[src/rtl/channel_sum4_reducer.sv]
// -----------------------------------------------------------------------------
// channel_sum4_reducer
//
// Purpose:
//   Reads COUNT words from an input FIFO channel one at a time. Each word is
//   added into a WIDTH-bit accumulator that wraps modulo 2^WIDTH. The final
//   sum is written once to an output FIFO channel. After that write the
//   block raises `valid` and holds it until the next reset.
//
// Handshake semantics (both channels):
//   Input channel:
//     - in_read_ready = 1 means the channel holds a word.
//     - The engine samples in_read_ready only while waiting for data.
//     - When it is seen high, the engine issues a one-cycle in_read_valid
//       pulse on the following cycle.
//     - The word on in_out_data is captured in the cycle after that pulse.
//   Output channel:
//     - out_write_ready = 1 means the channel can take a word.
//     - The engine samples out_write_ready only while waiting to write.
//     - When it is seen high, the engine drives out_write_valid = all ones
//       and out_in_data = sum for exactly one cycle on the following cycle.
//   Ready inputs are ignored in every other state.
//
// Ports:
//   clk, rst          clock (rising edge), asynchronous active-high reset
//   valid             done flag, high from the DONE state onward
//   in_in_data        constant 0 (the block never writes the input channel)
//   in_read_valid     read strobe to the input channel
//   in_rst            constant 0
//   in_write_valid    constant 0
//   in_out_data       data word from the input channel
//   in_read_ready     input channel has data
//   in_write_ready    unused
//   out_in_data       sum presented to the output channel during WRITE
//   out_read_valid    constant 0
//   out_rst           constant 0
//   out_write_valid   write strobe, all ones during WRITE
//   out_out_data      unused
//   out_read_ready    unused
//   out_write_ready   output channel can accept a word
//   dbg_state_o       current FSM state, for observation only
// -----------------------------------------------------------------------------
module channel_sum4_reducer #(
  parameter int WIDTH = 32,
  parameter int COUNT = 4
) (
  input  logic             clk,
  input  logic             rst,
  output logic             valid,
  output logic [WIDTH-1:0] in_in_data,
  output logic             in_read_valid,
  output logic             in_rst,
  output logic [WIDTH-1:0] in_write_valid,
  input  logic [WIDTH-1:0] in_out_data,
  input  logic             in_read_ready,
  input  logic             in_write_ready,
  output logic [WIDTH-1:0] out_in_data,
  output logic             out_read_valid,
  output logic             out_rst,
  output logic [WIDTH-1:0] out_write_valid,
  input  logic [WIDTH-1:0] out_out_data,
  input  logic             out_read_ready,
  input  logic             out_write_ready,
  output logic [3:0]       dbg_state_o
);

  typedef enum logic [3:0] {
    S_INIT       = 4'd0,
    S_LOOP_ENTRY = 4'd1,
    S_WAIT_IN    = 4'd2,
    S_STROBE     = 4'd3,
    S_ACCUM      = 4'd4,
    S_BRANCH     = 4'd5,
    S_WAIT_OUT   = 4'd6,
    S_WRITE      = 4'd7,
    S_DONE       = 4'd8
  } state_t;

  state_t           state_q, state_d;
  logic [WIDTH-1:0] sum_q, sum_d;
  logic [WIDTH-1:0] i_q, i_d;
  logic [WIDTH-1:0] i_next_q, i_next_d;
  logic             exit_q, exit_d;

  // Unused channel inputs are gathered here so their absence of loads is explicit.
  logic unused_inputs;
  assign unused_inputs = in_write_ready ^ out_read_ready ^ (^out_out_data);

  // State and datapath registers.
  always_ff @(posedge clk or posedge rst) begin
    if (rst) begin
      state_q  <= S_INIT;
      sum_q    <= '0;
      i_q      <= '0;
      i_next_q <= '0;
      exit_q   <= 1'b0;
    end else begin
      state_q  <= state_d;
      sum_q    <= sum_d;
      i_q      <= i_d;
      i_next_q <= i_next_d;
      exit_q   <= exit_d;
    end
  end

  // Next-state and datapath update logic.
  always_comb begin
    state_d  = state_q;
    sum_d    = sum_q;
    i_d      = i_q;
    i_next_d = i_next_q;
    exit_d   = exit_q;
    unique case (state_q)
      S_INIT: begin
        sum_d   = '0;
        state_d = S_LOOP_ENTRY;
      end
      S_LOOP_ENTRY: begin
        i_d     = '0;
        state_d = S_WAIT_IN;
      end
      S_WAIT_IN: begin
        if (in_read_ready) begin
          // The loop-exit compare is resolved here, one word ahead of the
          // branch, so that BRANCH only has to move a flag.
          i_next_d = i_q + 1'b1;
          exit_d   = ((i_q + 1'b1) == WIDTH'(COUNT));
          state_d  = S_STROBE;
        end
      end
      S_STROBE: state_d = S_ACCUM;
      S_ACCUM: begin
        // The channel presents the word in the cycle after the read strobe.
        sum_d   = sum_q + in_out_data;
        state_d = S_BRANCH;
      end
      S_BRANCH: begin
        i_d     = i_next_q;
        state_d = exit_q ? S_WAIT_OUT : S_WAIT_IN;
      end
      S_WAIT_OUT: begin
        if (out_write_ready) state_d = S_WRITE;
      end
      S_WRITE: state_d = S_DONE;
      S_DONE:  state_d = S_DONE;
      default: state_d = S_INIT;
    endcase
  end

  // Output decode: pure function of state and sum, no output registers.
  always_comb begin
    valid           = 1'b0;
    in_read_valid   = 1'b0;
    out_write_valid = '0;
    out_in_data     = '0;
    unique case (state_q)
      S_STROBE: in_read_valid = 1'b1;
      S_WRITE: begin
        out_write_valid = '1;
        out_in_data     = sum_q;
      end
      S_DONE:  valid = 1'b1;
      default: ;
    endcase
  end

  assign in_in_data     = '0;
  assign in_rst         = 1'b0;
  assign in_write_valid = '0;
  assign out_read_valid = 1'b0;
  assign out_rst        = 1'b0;
  assign dbg_state_o    = state_q;

endmodule

[config.mk]
export PLATFORM = sky130hd
export DESIGN_NAME = channel_sum4_reducer
export DESIGN_NICKNAME = d
export VERILOG_FILES = /design/src/rtl/channel_sum4_reducer.sv
export SDC_FILE = /design/constraint.sdc
export NUM_CORES = 1
export LEC_CHECK = 0
export ABC_CLOCK_PERIOD_IN_PS = 4500
export CAP_MARGIN = 25
export CORE_MARGIN = 3
export CORE_UTILIZATION = 30
export CTS_BUF_LIST = sky130_fd_sc_hd__clkbuf_8
export CTS_CLUSTER_DIAMETER = 60
export DETAILED_ROUTE_END_ITERATION = 12
export SLEW_MARGIN = 25
export SYNTH_ARGS = -nofsm -noshare
export SYNTH_HDL_FRONTEND = slang
export SYNTH_SLANG_ARGS = --single-unit
[constraint.sdc]
create_clock -name clk -period 4.5 [get_ports clk]
set_clock_uncertainty 0.1 [all_clocks]
set_input_delay 0.9 -clock clk [delete_from_list [all_inputs] [get_ports clk]]
set_output_delay 0.9 -clock clk [all_outputs]
set_load 0.01 [all_outputs]
==> results.md <==
* Status: finished, final reports clean
* Worst hold path type: reg -> reg
* # clock sinks at 101
* CP Class: reg -> out
* I/O Pins at 207
* Worst Path Max Fanout at 42
* Resize count post-CTS at 0
* GPL Wtd Cong at 0.870
* F_max at 268 MHz
* GR Overflow Total at 0
* Num rows at 56
* HP Start: i_next_q[7]$_DFFE_PP0P_
* CP Buf/Inv Count at 2
* Routed wire length per instance at 14.1 um
* Util after Layout at 35.4%
* Yosys reg bits at 101
* Pre-CTS setup slack at 0.421 ns
* CP Capture Type: output pin
* Remaining DRCs at 0
* Max H-tree Level at 3
* Crit path depth at 4
* Post-synthesis async set-or-reset flop share at 100%
* Mapped Area at 0.00736 mm^2
* Antenna-violating nets left at 0
* Yosys top cell area share at 34.3%
* DR vias at 5713
* Synth top area cells: dfrtp_1 (34%), buf_4 (10%), ha_1 (5.6%)
* # port buffers at 105
* Netlist cell types at 68
* Crit start category: register
* Worst R2R Setup Slack at 1.43 ns
* Post-CTS Setup Inserts at 0
* Worst setup margin at 0.773 ns
* Nets at 987
* Drt first pass iters at 6
* CTS tree: done
* Reg2Reg Launch Point: sum_q[0]$_DFFE_PP0P_
* Largest net degree at the start of global routing at 63
* Commonest non-fill, non-tap cell in the layout: clkdlybuf4s50_1
* First-pass GRT wire length at 27300 um
* Number of flops mapped to enable cells by yosys at 0
* Slowest stage delay, CP at 0.71 ns
* Leakage power figure at 0.00359 uW
* Vias in the first global route at 5188
* Fin crit share at 82.8%
* Main synth FF type: dfrtp_1
* CP endpoint: out_write_valid[8]
* 1st-iter DRT viols at 306
* Power density cells at 428 mW/mm^2
* Final setup viols at 0
* FF-to-FF path depth at 11
* Reg area at 0.00253 mm^2
* Worst r2r dst: sum_q[18]$_DFFE_PP0P_
* Hold_ws at 0.387 ns
* Share of cells above drive strength 1 at 5.86%
* Slew @ Worst Pin at 0.939 ns
* Crit-path slowest cell: nor2_4
* Clk_lat worst skew at 0.39 ns
* Warnings, synthesis at 0
* Ant. Diodes at 0
* Die ar. at 0.0264 mm^2
* Peak VDD IR at 0.223 mV
* Slew headroom at 37.4%
* Clock buffer count from CTS at 9
* Final HPWL DP at 12200 um
* # hold bufs at CTS at 0
* Die height at 163 um
* Sequential share of the synthesized area at 34.3%
* CP arrival at 2.73 ns
* Max-cap violations at 0
* Final hold vios at 0
* CTS root buffer: clkbuf_8
* Slew Limit Fails at 0
* Commonest cells after routing, fill and taps aside: clkdlybuf4s50_1 (105), dfrtp_1 (101), nand2_1 (94)
* Core area at 0.0238 mm^2
* Crit-path cells: nand2b_1 -> nor2_4 -> buf_4 -> clkdlybuf4s50_1
* Worst path top cell family by delay: simple AND/OR/NAND/NOR gates
* Clock transition at the registers of the reported paths at 0.10 ns
* Crit path required time at 3.50 ns
* Cells after Synth at 835
* Fill cells at 2412
* RSZ-0062 raised after global routing: false
* Synth area leader: dfrtp_1
* Final WL at 17000 um
* Drt via density at 4.73
* Area occupied by multi-input gates at 0.00408 mm^2
* Chip Width at 163 um
* Initial antenna violation count at 0
* CP startpoint: dbg_state_o[2]$_DFFE_PP0P_
* Mean Syn Cell Area at 8.81 um^2
* Fin crit period at 3.73 ns
* Clock buffer depth at 2
* GRT Total Usage at 12.6%
* Total power at 3600 uW
* Synthesis-to-finish area growth at 14.3%
* Setup TNS at 0 ns
* Starting Density at 31.0%
-- worst min path at each step --
stage / cells after the start / slack [ns] / to
final: 2 / 0.39 / i_next_q[7]$_DFFE_PP0P_
after global routing: 2 / 0.41 / i_next_q[7]$_DFFE_PP0P_
after CTS: 2 / 0.39 / i_next_q[7]$_DFFE_PP0P_
after detailed placement: 2 / 0.37 / i_next_q[7]$_DFFE_PP0P_
after global placement: 2 / 0.36 / i_next_q[9]$_DFFE_PP0P_
after floorplan: 2 / 0.35 / i_next_q[0]$_DFFE_PP0P_
-- power by group --
part | internal, uW | switching [uW]
clock network | 328 | 338
logic | 739 | 1030
registers | 1050 | 121
total | 2110 | 1480
-- flip-flops by register name (all words and copies together), names as in the netlist --
name and cells:
sum_q 32, i_q 32, i_next_q 32, dbg_state_o 4, exit_q 1
-- routing by layer --
layer | vias up | global-route usage [%] | wire length (um)
li1 | 2870 | - | -
met1 | 2677 | 17.4 | 7930
met2 | 154 | 20.2 | 7900
met3 | 12 | 2.62 | 981
met4 | 0 | 2.96 | 204
met5 | - | 0 | 0
-- worst reg2reg max path: stages, from the launching register on --
cell and delay (ns):
dfrtp_1 0.41, ha_1 0.21, inv_1 0.06, fa_1 0.40
nor2b_1 0.17, o2111ai_1 0.15, a21oi_1 0.29, o21ai_1 0.25
o21ai_1 0.27, a311oi_1 0.19, or4_1 0.43, nand3_1 0.09
-- kinds of logic after synthesis --
| family | Yosys count | share of synthesized area, % |
|---|---|---|
| DFF | 101 | 34.3 |
| AOI/OAI and AO/OA | 206 | 18.6 |
| xor gates and xnor gates | 69 | 8.21 |
| and+or+nand+nor | 264 | 18.7 |
| buffers and inverters | 157 | 13.8 |
| muxes | 3 | 0.442 |
| other | 1 | 0.0510 |
| adders and majority gates | 34 | 5.88 |
-- stage by stage --
step / cells / cell area [um^2]
floorplan: 901 / 7610
global placement: 1191 / 8180
detailed placement: 1191 / 8190
CTS: 1207 / 8410
global route: 1207 / 8410
finish: 1207 / 8410
-- cells in the mapped netlist (2+ instances only) --
cell type and instances:
nor2_1 31, o21bai_1 3, a311o_1 3, nand3_1 19
buf_4 100, clkbuf_1 35, a31oi_1 10, nor2b_1 2
a21oi_1 31, nor2_2 2, dfrtp_1 101, xor2_1 37
or2_2 3, o21ai_1 5, o31ai_1 3, nor3_1 16
a32o_1 2, inv_1 12, ha_1 33, and2_1 36
a31o_2 3, a211oi_1 5, o21a_1 4, nor4_1 2
nand2b_1 9, a311oi_1 4, a21o_1 7, a22o_1 37
mux2_2 2, o22ai_1 3, o211ai_1 8, buf_2 3
or4_1 4, nor4b_1 2, nand4_1 13, and3_1 10
buf_6 6, xnor2_1 32, nand2_1 94, and4_1 4
o21ai_0 68, or3_1 5
-- area by class of cell --
cell class | count | area share (%)
Inverter | 12 | 0.565
Clock inverter | 6 | 1.04
Sequential cell | 101 | 30.1
Tap cell | 319 | 4.75
Multi-Input combinational cell | 643 | 48.5
Clock buffer | 10 | 1.64
Timing Repair Buffer | 116 | 13.5
Note: power is estimated with default switching activity, not from simulation.
